[src/rtl/key_event.sv]
// key_event: turns a debounced key level into short, double, long and repeat event pulses
module key_event #(
  parameter logic PRESS_LEVEL = 1'b1,
  parameter int   LONG_TIME   = 24000000,
  parameter int   DOUBLE_GAP  = 7200000,
  parameter int   REPEAT_TIME = 4800000,
  parameter int   DOUBLE_EN   = 1,
  parameter int   CNT_BITS    = 25
) (
  input  logic sys_clk,
  input  logic sys_rst,
  input  logic key_i,
  output logic short_o,
  output logic double_o,
  output logic long_o,
  output logic repeat_o,
  output logic held_o
);
  typedef enum logic [2:0] {IDLE, PRESS, LONG, GAP, PRESS2} state_t;
  localparam logic [CNT_BITS-1:0] LONG_END   = CNT_BITS'(LONG_TIME - 1);
  localparam logic [CNT_BITS-1:0] GAP_END    = CNT_BITS'(DOUBLE_GAP - 1);
  localparam logic [CNT_BITS-1:0] REPEAT_END = CNT_BITS'(REPEAT_TIME - 1);
  state_t state, state_nxt;
  logic [CNT_BITS-1:0] cnt, cnt_nxt;
  logic key_r, key_d, pressed, press_edge, release_edge;
  logic short_nxt, double_nxt, long_nxt, repeat_nxt;
  assign pressed      = key_r == PRESS_LEVEL;
  assign press_edge   = pressed && key_d != PRESS_LEVEL;
  assign release_edge = !pressed && key_d == PRESS_LEVEL;
  assign held_o       = pressed;
  always_comb begin
    state_nxt  = state;
    short_nxt  = 1'b0;
    double_nxt = 1'b0;
    long_nxt   = 1'b0;
    repeat_nxt = 1'b0;
    case (state)
      IDLE: if (press_edge) state_nxt = PRESS;
      PRESS:
        if (release_edge) begin
          state_nxt = DOUBLE_EN != 0 ? GAP : IDLE;
          short_nxt = DOUBLE_EN == 0;
        end else if (pressed && cnt == LONG_END) begin
          long_nxt  = 1'b1;
          state_nxt = LONG;
        end
      LONG:
        if (release_edge) state_nxt = IDLE;
        else if (pressed && cnt == REPEAT_END) repeat_nxt = 1'b1;
      GAP:
        if (press_edge) state_nxt = PRESS2;
        else if (cnt == GAP_END) begin
          short_nxt = 1'b1;
          state_nxt = IDLE;
        end
      PRESS2:
        if (release_edge) begin
          double_nxt = 1'b1;
          state_nxt  = IDLE;
        end else if (pressed && cnt == LONG_END) begin
          long_nxt  = 1'b1;
          state_nxt = LONG;
        end
      default: state_nxt = IDLE;
    endcase
    cnt_nxt = (state_nxt != state || state == IDLE || repeat_nxt) ? '0 : cnt + 1'b1;
  end
  always_ff @(posedge sys_clk) begin
    if (sys_rst) begin
      key_r    <= key_i;
      key_d    <= key_i;
      state    <= IDLE;
      cnt      <= '0;
      short_o  <= 1'b0;
      double_o <= 1'b0;
      long_o   <= 1'b0;
      repeat_o <= 1'b0;
    end else begin
      key_r    <= key_i;
      key_d    <= key_r;
      state    <= state_nxt;
      cnt      <= cnt_nxt;
      short_o  <= short_nxt;
      double_o <= double_nxt;
      long_o   <= long_nxt;
      repeat_o <= repeat_nxt;
    end
  end
endmodule

[config.mk]
export PLATFORM = sky130hd
export DESIGN_NAME = key_event
export DESIGN_NICKNAME = d
export VERILOG_FILES = /design/src/rtl/key_event.sv
export SDC_FILE = /design/constraint.sdc
export NUM_CORES = 1
export LEC_CHECK = 0
export BUFFER_PORTS_ARGS = -buffer_cell sky130_fd_sc_hd__buf_2
export CAP_MARGIN = 10
export CORE_MARGIN = 2
export CORE_UTILIZATION = 30
export CTS_CLUSTER_DIAMETER = 120
export CTS_CLUSTER_SIZE = 20
export DETAILED_ROUTE_END_ITERATION = 6
export GPL_TIMING_DRIVEN = 0
export SYNTH_ARGS = -nofsm -noshare
export SYNTH_HDL_FRONTEND = slang
export SYNTH_SLANG_ARGS = --single-unit
[constraint.sdc]
create_clock -name sys_clk -period 3.01 [get_ports sys_clk]
set_clock_uncertainty 0.05 [all_clocks]
set_input_delay 0 -clock sys_clk [delete_from_list [all_inputs] [get_ports sys_clk]]
set_output_delay 0 -clock sys_clk [all_outputs]
set_load 0.03 [all_outputs]
==> metrics.yaml <==
status: "finished, final reports clean"
yosys_warnings: 0
crit_chain: "ha_1 > nand4_1 > nor2_1 > a31oi_2 > o21ai_4 > buf_4 > nor4_1"
numCtsBuffers: 5
antenna_cells: 0
nFillCells: 619
clkPwrFrac_pct: 36.7
path_class: "flop to flop"
clkSlewWorstSetupHoldPaths_ns: 0.06
fin_nets: 216
syn_nets: 200
die_w_um: 81.7
synth-edff-count: 0
syn_inst: 196
clock-sinks: 34
dp_cells: 278
tightestPinTransition_ns: 0.767
max-slew-margin-rel_pct: 48.7
cp_max_fo: 10
ys_seq_elements: 34
antenna_found_initial: 0
gp_congestion: 0.861
cts_root_buffer: "clkbuf_8"
hold_start: "key_i"
dr.pass1.iters: 4
cts_resized: 0
num_rows: 28
portBuffers: 7
setup-tns-final_ns: 0
coreArea_um2: 5890
syn_area_um2: 1810
vias: 1510
ioPinCount: 8
synthXorXnorAreaFrac_pct: 11.6
swShare_pct: 24.1
ys_types: 43
place_area_um2: 1940
clk_latency_ns: 0.29
setup-violations-final: 0
hold_end: "held_o"
maxCapViolations: 0
fmax_mhz: 388
antenna_left: 0
synth_top_family_by_area: "simple AND/OR/NAND/NOR gates"
power_density_nw_per_um2: 416
vias_per_cell: 5.26
syn_to_final_growth_pct: 12.4
hpwlAfterDp_mm: 2.92
wirelength_mm: 4.03
max_stage_delay_ns: 0.67
intPower_mw: 0.643
timing.rr.start: "cnt[0]"
synthTopCellsByArea: "dfxtp_1, nor4_1, xor2_1, xnor2_1, nand3_1"
synth_compound_area_share_pct: 7.87
power_switching_mw: 0.204
grt-ovfl-total: 0
synthMostInstantiatedCell: "dfxtp_1"
grt_pass1_vias: 1418
clk_path_buf_depth: 2
hp-class: "input pin to flop"
holdPathStages: 2
yosysTopAreaCell: "dfxtp_1"
finalPower_mw: 0.847
worstRegToRegCells: 7
synthSimpleGateAreaFrac_pct: 36.7
final-hold-violation-count: 0
fp.dieArea_um2: 6680
rsz0062_at_grt: "false"
drt_iter0_drc: 69
final_cell_area_um2: 2040
die_h_um: 81.7
synth-seq-area-share_pct: 37.5
period_minus_slack_ns: 2.58
avgSynthCellArea_um2: 9.25
ir_worst_vdd_v: 0.000181
r2r_setup_slack_ns: 0.43
htreeDepth: 2
grt_pass1_wl_mm: 6.78
seqPwrFrac_pct: 54.1
combPwrFrac_pct: 9.2
drive_gt1_share_pct: 15.6
yosys.area.top_type_share_pct: 37.5
synthAdderAreaFrac_pct: 0.690
initial_core_util_pct: 30.8
synthFlopType: "dfxtp_1"
muxShareOfSynthArea_pct: 0.621
track_usage_pct: 13.5
grt_max_degree: 11
leakagePower_nw: 0.608
start_kind: "flop"
cts_setup_buffers: 0
drv_slew: 0
synthTopCellsByCount: "dfxtp_1, nor4_1, xor2_1"
drcViolationCount: 0
required_ns: 3.14
crit_path_top_delay_cell: "nor2_1"
arrival_ns: 2.70
min_period_over_period_pct: 85.6
async_flop_share_pct: 0
worstSetupEndpointType: "flop"
wl_per_cell_um: 14.0
cts_tree: "done"
fin_cells: 287
r2r-end: "cnt[20]"
per-layer routing:
layer	GRT usage, %	wire, um	up-vias
met5	0	0	-
met4	8.00	104	0
met3	2.97	133	8
met2	20.3	1800	18
met1	17.7	1990	718
li1	-	-	766
worst max-delay path by stage:
stage,end,startpoint,slack (ns),cells after the start
3_5_place_dp,cnt[19],cnt[0],0.44,7
4_1_cts,cnt[21],cnt[0],0.43,7
3_3_place_gp,cnt[0],cnt[0],0.44,7
6_report,cnt[20],cnt[0],0.43,7
5_1_grt,cnt[8],cnt[0],0.19,7
2_1_floorplan,cnt[0],cnt[0],0.95,7
kinds of logic (layout without fill, tap and decap cells):
logic type / count (synthesis) / count (layout)
XOR/XNOR: 24 / 24
multiplexers: 1 / 1
buffers and inverters: 14 / 30
adder cells (fa/ha/maj): 1 / 1
AO/OA/AOI/OAI: 17 / 17
flip-flops: 34 / 34
AND/OR/NAND/NOR: 105 / 105
through the flow:
step	setup slack (ns)	hold slack (ns)	util [%]
CTS	0.430	0.309	34.6
finish	0.434	0.316	34.6
detailed placement	0.441	0.0771	33.0
global placement	0.440	0.0688	33.0
global route	0.189	0.320	34.6
floorplan	0.947	-0.0223	-
power groups by stage:
stage	combinational (mW)	clock, mW	sequential (mW)
final	0.0776	0.311	0.459
after floorplan	0.0570	0	0.469
after detailed placement	0.0760	0	0.468
after CTS	0.0781	0.324	0.458
after global routing	0.0841	0.342	0.459
after global placement	0.0759	0	0.469
state kept, by name, summed over array words and instances, names as in the netlist:
name and count:
cnt 25, state 3, double_o 1, held_o 1
key_d 1, long_o 1, repeat_o 1, short_o 1
critical path: cells and delay by family (launching register included):
family | cells | cell delay, ns
flip-flops | 1 | 0.37
buffers and inverters | 1 | 0.23
AO/OA/AOI/OAI | 2 | 0.61
adder cells (fa/ha/maj) | 1 | 0.22
AND/OR/NAND/NOR | 3 | 0.99
area by class of cell:
type                            instances  area, um^2  area share, %
Clock buffer                            7        76.3           3.74
Timing Repair Buffer                    9        55.1           2.70
Tap cell                               75        93.8           4.60
Buffer                                 10        75.1           3.68
Sequential cell                        34         681           33.4
Inverter                                4        15.0          0.737
Multi-Input combinational cell        148        1040           51.1
cells in the final DEF (no fill, tap or decap), drive strengths merged, types with 5 or more instances in the layout:
| master | count |
|---|---|
| nand4 | 8 |
| nor3 | 8 |
| dfxtp | 34 |
| nand2 | 11 |
| nor4 | 31 |
| clkbuf | 11 |
| a21oi | 6 |
| buf | 13 |
| nor2 | 11 |
| nand3 | 12 |
| o21ai | 5 |
| xnor2 | 9 |
| xor2 | 15 |
what timing repair did:
action                                 4_1_cts  5_1_grt
endpoints found under the hold margin        6        0
setup endpoints to repair                    0        0
hold buffers                                 2        0
(Power assumes the default switching activity.)
